File: src/rtl/mips_pkg.sv
// Shared encodings for the multicycle MIPS control path: opcodes, funct codes,
// FSM state codes and the datapath select encodings driven by the controller.
package mips_pkg;

    localparam logic [5:0] OP_RTYPE = 6'b000000;
    localparam logic [5:0] OP_J     = 6'b000010;
    localparam logic [5:0] OP_JAL   = 6'b000011;
    localparam logic [5:0] OP_BEQ   = 6'b000100;
    localparam logic [5:0] OP_BNE   = 6'b000101;
    localparam logic [5:0] OP_ADDI  = 6'b001000;
    localparam logic [5:0] OP_ANDI  = 6'b001100;
    localparam logic [5:0] OP_LW    = 6'b100011;
    localparam logic [5:0] OP_SW    = 6'b101011;

    localparam logic [5:0] FUNCT_JR = 6'b001000;

    typedef enum logic [3:0] {
        S_FETCH    = 4'd0,
        S_DECODE   = 4'd1,
        S_MEM_ADDR = 4'd2,
        S_MEM_RD   = 4'd3,
        S_MEM_WB   = 4'd4,
        S_MEM_WR   = 4'd5,
        S_EXEC_R   = 4'd6,
        S_ALU_WB   = 4'd7,
        S_BRANCH   = 4'd8,
        S_JUMP     = 4'd9,
        S_EXEC_I   = 4'd10,
        S_JR       = 4'd11
    } state_t;

    localparam logic [1:0] ALUOP_ADD   = 2'b00;
    localparam logic [1:0] ALUOP_SUB   = 2'b01;
    localparam logic [1:0] ALUOP_FUNCT = 2'b10;
    localparam logic [1:0] ALUOP_AND   = 2'b11;

    localparam logic [1:0] REGDST_RT = 2'b00;
    localparam logic [1:0] REGDST_RD = 2'b01;
    localparam logic [1:0] REGDST_RA = 2'b10;

    localparam logic [2:0] MEMTOREG_ALUOUT = 3'b000;
    localparam logic [2:0] MEMTOREG_MDR    = 3'b001;
    localparam logic [2:0] MEMTOREG_PC     = 3'b010;

    localparam logic [1:0] SRCB_B       = 2'b00;
    localparam logic [1:0] SRCB_FOUR    = 2'b01;
    localparam logic [1:0] SRCB_IMM     = 2'b10;
    localparam logic [1:0] SRCB_IMM_SH2 = 2'b11;

    localparam logic [1:0] PCSRC_ALU    = 2'b00;
    localparam logic [1:0] PCSRC_ALUOUT = 2'b01;
    localparam logic [1:0] PCSRC_JUMP   = 2'b10;
    localparam logic [1:0] PCSRC_RS     = 2'b11;

endpackage

File: src/rtl/mc_dispatch.sv
// DECODE dispatch: maps opcode/funct to the first execution state, and flags
// opcodes the controller does not implement.
module mc_dispatch
    import mips_pkg::*;
(
    input  logic [5:0] opcode,
    input  logic [5:0] funct,
    output state_t     target,
    output logic       illegal
);

    always_comb begin
        target  = S_FETCH;
        illegal = 1'b0;
        case (opcode)
            OP_RTYPE:         target = (funct == FUNCT_JR) ? S_JR : S_EXEC_R;
            OP_LW, OP_SW:     target = S_MEM_ADDR;
            OP_BEQ, OP_BNE:   target = S_BRANCH;
            OP_ADDI, OP_ANDI: target = S_EXEC_I;
            OP_J, OP_JAL:     target = S_JUMP;
            default:          illegal = 1'b1;
        endcase
    end

endmodule

File: src/rtl/multicycle_control.sv
// Multicycle MIPS main control FSM; outputs decode combinationally from state/opcode.
// Optional macro MC_WAIT_EN adds memory wait states driven by mem_ready.
module multicycle_control
    import mips_pkg::*;
(
    input  logic       clk,
    input  logic       rst,
    input  logic [5:0] opcode,
    input  logic [5:0] funct,
    input  logic       mem_ready,
    output logic       PCWrite,
    output logic       PCWriteCond,
    output logic       PCWriteCondNot,
    output logic       IorD,
    output logic       MemRead,
    output logic       MemWrite,
    output logic       IRWrite,
    output logic       RegWrite,
    output logic       ALUSrcA,
    output logic [1:0] RegDst,
    output logic [2:0] MemToReg,
    output logic [1:0] ALUSrcB,
    output logic [1:0] ALUOp,
    output logic [1:0] PCSource,
    output logic [3:0] state,
    output logic       instr_done,
    output logic       illegal_op
);

    state_t cur_state;
    state_t next_state;
    state_t dispatch_target;
    logic   dispatch_illegal;
    logic   mem_ok;

    // Memory handshake: the request (MemRead/MemWrite with IorD) is held in its
    // state; the access completes on a rising edge where mem_ok is 1.
`ifdef MC_WAIT_EN
    assign mem_ok = mem_ready;
`else
    logic unused_mem_ready;
    assign unused_mem_ready = mem_ready;
    assign mem_ok = 1'b1;
`endif

    mc_dispatch u_dispatch (
        .opcode  (opcode),
        .funct   (funct),
        .target  (dispatch_target),
        .illegal (dispatch_illegal)
    );

    assign state = cur_state;

    always_comb begin
        next_state = S_FETCH;
        case (cur_state)
            S_FETCH:    next_state = mem_ok ? S_DECODE : S_FETCH;
            S_DECODE:   next_state = dispatch_target;
            S_MEM_ADDR: next_state = (opcode == OP_LW) ? S_MEM_RD :
                                     (opcode == OP_SW) ? S_MEM_WR : S_FETCH;
            S_MEM_RD:   next_state = mem_ok ? S_MEM_WB : S_MEM_RD;
            S_MEM_WR:   next_state = mem_ok ? S_FETCH : S_MEM_WR;
            S_EXEC_R:   next_state = S_ALU_WB;
            S_EXEC_I:   next_state = S_ALU_WB;
            default:    next_state = S_FETCH;
        endcase
    end

    always_ff @(posedge clk) begin
        if (rst) begin
            cur_state  <= S_FETCH;
            illegal_op <= 1'b0;
        end else begin
            cur_state <= next_state;
            if (cur_state == S_DECODE && dispatch_illegal)
                illegal_op <= 1'b1;
        end
    end

    always_comb begin
        PCWrite        = 1'b0;
        PCWriteCond    = 1'b0;
        PCWriteCondNot = 1'b0;
        IorD           = 1'b0;
        MemRead        = 1'b0;
        MemWrite       = 1'b0;
        IRWrite        = 1'b0;
        RegWrite       = 1'b0;
        ALUSrcA        = 1'b0;
        RegDst         = REGDST_RT;
        MemToReg       = MEMTOREG_ALUOUT;
        ALUSrcB        = SRCB_B;
        ALUOp          = ALUOP_ADD;
        PCSource       = PCSRC_ALU;
        instr_done     = 1'b0;
        case (cur_state)
            S_FETCH: begin
                MemRead = 1'b1;
                IRWrite = mem_ok;
                ALUSrcB = SRCB_FOUR;
                PCWrite = mem_ok;
            end
            S_DECODE: begin
                ALUSrcB    = SRCB_IMM_SH2;
                instr_done = dispatch_illegal;
            end
            S_MEM_ADDR: begin
                ALUSrcA = 1'b1;
                ALUSrcB = SRCB_IMM;
            end
            S_MEM_RD: begin
                MemRead = 1'b1;
                IorD    = 1'b1;
            end
            S_MEM_WB: begin
                RegWrite   = 1'b1;
                RegDst     = REGDST_RT;
                MemToReg   = MEMTOREG_MDR;
                instr_done = 1'b1;
            end
            S_MEM_WR: begin
                MemWrite   = 1'b1;
                IorD       = 1'b1;
                instr_done = mem_ok;
            end
            S_EXEC_R: begin
                ALUSrcA = 1'b1;
                ALUOp   = ALUOP_FUNCT;
            end
            S_EXEC_I: begin
                ALUSrcA = 1'b1;
                ALUSrcB = SRCB_IMM;
                ALUOp   = (opcode == OP_ANDI) ? ALUOP_AND : ALUOP_ADD;
            end
            S_ALU_WB: begin
                RegWrite   = 1'b1;
                MemToReg   = MEMTOREG_ALUOUT;
                RegDst     = (opcode == OP_RTYPE) ? REGDST_RD : REGDST_RT;
                instr_done = 1'b1;
            end
            S_BRANCH: begin
                ALUSrcA        = 1'b1;
                ALUOp          = ALUOP_SUB;
                PCSource       = PCSRC_ALUOUT;
                PCWriteCond    = (opcode == OP_BEQ);
                PCWriteCondNot = (opcode == OP_BNE);
                instr_done     = 1'b1;
            end
            S_JUMP: begin
                PCSource   = PCSRC_JUMP;
                PCWrite    = 1'b1;
                instr_done = 1'b1;
                if (opcode == OP_JAL) begin
                    RegWrite = 1'b1;
                    RegDst   = REGDST_RA;
                    MemToReg = MEMTOREG_PC;
                end
            end
            S_JR: begin
                PCSource   = PCSRC_RS;
                PCWrite    = 1'b1;
                instr_done = 1'b1;
            end
            default: ;
        endcase
        // Reset abandons the current instruction: no architectural write may land.
        if (rst) begin
            PCWrite        = 1'b0;
            PCWriteCond    = 1'b0;
            PCWriteCondNot = 1'b0;
            IRWrite        = 1'b0;
            RegWrite       = 1'b0;
            MemWrite       = 1'b0;
        end
    end

endmodule

File: config.mk
export PLATFORM = sky130hd
export DESIGN_NAME = multicycle_control
export DESIGN_NICKNAME = d
export VERILOG_FILES = /design/src/rtl/mips_pkg.sv /design/src/rtl/mc_dispatch.sv /design/src/rtl/multicycle_control.sv
export SDC_FILE = /design/constraint.sdc
export NUM_CORES = 1
export LEC_CHECK = 0
export ABC_AREA = 1
export CAP_MARGIN = 20
export CORE_MARGIN = 2
export CORE_UTILIZATION = 36
export CTS_CLUSTER_SIZE = 20
export DETAILED_ROUTE_END_ITERATION = 8
export PLACE_DENSITY_LB_ADDON = 0.2
export SETUP_SLACK_MARGIN = 0.02
export SYNTH_ARGS = -nofsm -noshare
export SYNTH_HDL_FRONTEND = slang
export SYNTH_SLANG_ARGS = --single-unit
File: constraint.sdc
create_clock -name clk -period 1.4 [get_ports clk]
set_clock_uncertainty 0.15 [all_clocks]
set_input_delay 0.35 -clock clk [delete_from_list [all_inputs] [get_ports clk]]
set_output_delay 0.35 -clock clk [all_outputs]
set_load 0.03 [all_outputs]
==> results of run 1 <==
[metrics by stage]
stage	cells	instance area, um2	setup TNS (ns)
after detailed placement	203	1365	-10.93
after global placement	203	1365	-10.34
after floorplan	117	840.8	-1.633
[logic make-up after synthesis]
family	share of synthesized area [%]
buffers and inverters	17.34
and+or+nand+nor	52.60
AOI/OAI and AO/OA	14.07
DFF	15.41
other	0.5775
==> key figures, run 1 <==
Run status
  – Outcome: aborted with a tool error
  – Failed at: clock tree synthesis (4_1_cts)
  – Err: [ERROR DPL-0033] detailed placement checks failed during check placement.

Synth
  – Gate Count Post-Synth: between 100 and 150
  – Yosys cell types: 23
  – Ys Warns: 0
  – Async SR Flop Fraction: 0%
  – EDFF count, synth: 0
  – Seq cells post-synth: 5
  – Sequential cell area fraction in the yosys report: about 15%
  – Yosys top cell by area: dfxtp_1
  – Synth top area cells: dfxtp_1 15%, nor2_1 13%, inv_1 13%, nand3_1 10%, nand2_1 9.8%
  – Syn_nets: ~130
  – Most common flop cell mapped by yosys: dfxtp_1
  – Yosys top cell area share: 15.41%
  – Most frequent cells after synthesis: 23 x nor2_1, 22 x inv_1, 17 x nand2_1
  – Netlist Area Pre-Place: 649.4 um2
  – Most common cell in the synthesized netlist: nor2_1
  – Avg Cell Area, Syn: ~5.6 um2

Clocking
  – CTS Sinks: 5
  – Root Buffer: clkbuf_4
  – Post-cts resize count: 91
  – Clock buffer depth: 2
  – Num CTS Buffers: 3
  – CTS Hold Bufs: 0
  – Postcts setup bufs: 12
  – Htree depth: 1

Floorplanning
  – Chip height: between 40 and 50 um
  – I/O Pins: 41
  – Initial Util: 38.02%
  – Std cell rows: 15
  – Die width: 46.47 um

Place
  – IO Port Bufs: 38
  – Pre-CTS setup slack: -0.8473 ns
  – DPL Wire Length: around 2000 um
  – Gpl congestion: 0.8528
==> inputs of run 2 (changes only) <==
Settings changed: CORE_AREA from default to 2 2 63 65, CORE_MARGIN 2 to default, CORE_UTILIZATION 36 to default, CTS_CLUSTER_SIZE 20 to default, DIE_AREA from default to 0 0 65 67, PLACE_DENSITY_LB_ADDON 0.2 to 0.15, SETUP_SLACK_MARGIN 0.02 to default.
==> run 2 against run 1 <==
  * Synthesized cell count is the same
  * The flow now finishes, with violations (setup timing)
  * Area after synthesis is the same
==> key figures, run 2 <==
Place
  – Gpl congestion: just over 0.8
  – IO Port Bufs: 38
  – Pre-CTS setup slack: -0.8790 ns
  – DPL Wire Length: just over 2000 um
  – DP Area: between 0.001 and 0.0015 mm2

Synth
  – Simple-gate share of the synthesized area: approximately 53%
  – Yosys top cell area share: about 15%
  – Gate Count Post-Synth: between 100 and 150
  – Netlist Area Pre-Place: 649.4 um2
  – Sequential cell area fraction in the yosys report: 15.41%
  – Yosys cell types: 23
  – Adder-Cell Fraction of Synth Area: 0%
  – Largest family of logic cells by synthesized area: simple AND/OR/NAND/NOR gates
  – Syn_nets: approximately 130
  – Most common cell in the synthesized netlist: nor2_1
  – EDFF count, synth: 0
  – Post-synthesis mux area share: 0%
  – Most frequent cells after synthesis: 23 x nor2_1, 22 x inv_1, 17 x nand2_1
  – Avg Cell Area, Syn: about 5.6 um2
  – Most common flop cell mapped by yosys: dfxtp_1
  – Yosys top cell by area: dfxtp_1
  – Async SR Flop Fraction: 0%
  – Synth top area cells: dfxtp_1 15%, nor2_1 13%, inv_1 13%, nand3_1 10%, nand2_1 9.8%
  – Post-synthesis xor/xnor area fraction: 0%
  – Seq cells post-synth: 5
  – Ys Warns: 0
  – Compound-cell area share of the yosys netlist: 14.07%

Routing
  – Routed wire length: around 2500 um
  – Detail Route Antenna Nets: 0
  – Via-to-Cell Ratio: 4.086
  – First-pass DRT Iterations: 4
  – DRT iter0 DRCs: 16
  – Routed WL per cell: approximately 10 um
  – Routed via count: a little under 1k
  – Drt drc: 0

Setup path
  – Launching element type of the critical path: register
  – Setup crit end kind: output port
  – Req. time, crit path: 0.90 ns
  – Crit Path Max Fanout: 5
  – Type of the worst setup path: reg2out
  – WP data arrival: between 1 and 1.5 ns

STA
  – Setup ws final: -0.3768 ns
  – Min cycle time layout: 1.777 ns
  – Final setup vio count: 24
  – Final hold vios: 0
  – Max Fclk: between 500 and 600 MHz
  – Post-route clock period utilization: 126.9%
  – Final Max Tran Viols: 0
  – Unrepaired setup endpoints after global routing: true

Final layout
  – Area occupied by multi-input gates: between 700 and 800 um2
  – Leading cell type in the layout, fill and taps excluded: buf_4
  – Layout area overhead: 169.9%
  – Final #Nets: around 210
  – Most frequent cells in the layout: 35 x buf_4, 28 x buf_6, 15 x nor2_4, 14 x inv_1
  – Seq. cell area: 115.1 um2
  – N_diodes: 0
  – Share of layout cells above drive strength 1: 71.79%
  – Fill count: 377
  – Max FFs per register: 4
  – Finished Cell Area: 0.001753 mm2

Run status
  – Violated checks: setup timing
  – Outcome: finished, violations left

Clocking
  – Num CTS Buffers: 3
  – CTS Hold Bufs: 0
  – Htree depth: 1
  – Root Buffer: clkbuf_8
  – TritonCTS clock tree: done
  – Clock transition at the registers of the reported paths: roughly 0.040 ns
  – Clock buffer depth: 2
  – CTS Sinks: 5
  – Worst skew pair latency: 0.22 ns

GRT
  – Initial antenna violation count: 0
  – Vias in the first global route: slightly above 1k
  – Total congestion overflow: 0
  – First-pass GRT wire length: between 4000 and 5000 um
  – GR Util All Layers: between 10% and 20%
  – Largest net degree at the start of global routing: 6

Floorplanning
  – Std cell rows: 22
  – Core area: ~0.0036 mm2
  – Initial Util: between 15 and 20%
  – Die area: between 0.004 and 0.005 mm2
  – I/O Pins: 41
  – Die width: 65 um
  – Chip height: 67 um

Run
  – Max cap viols: 0

Power and ir drop
  – VDD IR max: ~0.00045 V
  – Pwr dens: 438.7 mW/mm2
  – Design Power: between 700 and 800 uW
  – Leakage: between 0.0008 and 0.0009 uW

Hold path
  – HP Class: reg2reg
run 2: cell counts after synthesis:
No cell type changed its count.
run 2: final timing paths:
kind                                               from                      end  slack, ns  cells after the start
worst min-delay path            illegal_op$_SDFFE_PP0P_  illegal_op$_SDFFE_PP0P_       0.31                      2
worst min register to register  illegal_op$_SDFFE_PP0P_  illegal_op$_SDFFE_PP0P_       0.31                      2
worst max-delay path                state[2]$_SDFF_PP0_                 MemWrite      -0.38                      6
worst max register to register      state[3]$_SDFF_PP0_  illegal_op$_SDFFE_PP0P_      -0.13                      8
run 2: power breakdown:
group	internal (uW)	switching, uW	total (uW)	leakage, uW
Sequential	145	8.80	154	0.0000438
Combinational	167	184	351	0.000812
Clock	195	69.0	264	0.0000228
run 2: cells by family after synthesis:
| kind of cell | after synthesis |
|---|---|
| AO/OA/AOI/OAI | 14 |
| flip-flops | 5 |
| other | 1 |
| buffers and inverters | 29 |
| AND/OR/NAND/NOR | 68 |
run 2: metal layers:
metal | track usage [%] | vias to the layer above | share of wire, %
li1 | - | 516 | -
met1 | 14.49 | 450 | 42
met2 | 24.74 | 27 | 53
met3 | 3.378 | 0 | 4.4
met4 | 2.128 | 0 | 0
met5 | 0 | - | 0
run 2: worst max-delay path, cell delays in order (launching register included):
cell	delay [ns]
dfxtp_4	0.38
inv_6	0.05
nor2_4	0.19
buf_6	0.13
nand3_4	0.09
nor2_4	0.09
buf_6	0.13
run 2: area by class of cell:
type / count / share of cell area, %
clock buffer: 4 / 2.570
sequential: 5 / 6.567
inverter: 27 / 6.495
multi-input combinational: 83 / 40.76
timing repair buffer: 76 / 40.19
tap: 48 / 3.426
run 2: per-stage QoR:
step,std cells,setup TNS (ns),utilization (%),hold WS (ns)
2_1_floorplan,117,-1.631,-,0.3908
3_3_place_gp,225,-11.19,38.38,0.2997
3_5_place_dp,225,-11.63,38.38,0.3142
4_1_cts,240,-6.862,46.04,0.3192
6_report,243,-6.404,48.61,0.3073
5_1_grt,243,-8.205,48.61,0.3432
run 2: repair_timing:
action | CTS | global route
resized for setup | 72 | 19
setup endpoints to repair | 25 | 27
hold endpoints to repair | 0 | 0
pin swaps | 16 | 12
gates cloned | 0 | 0
buffers inserted | 11 | 3
No activity file was read; power rests on OpenSTA's default activity.
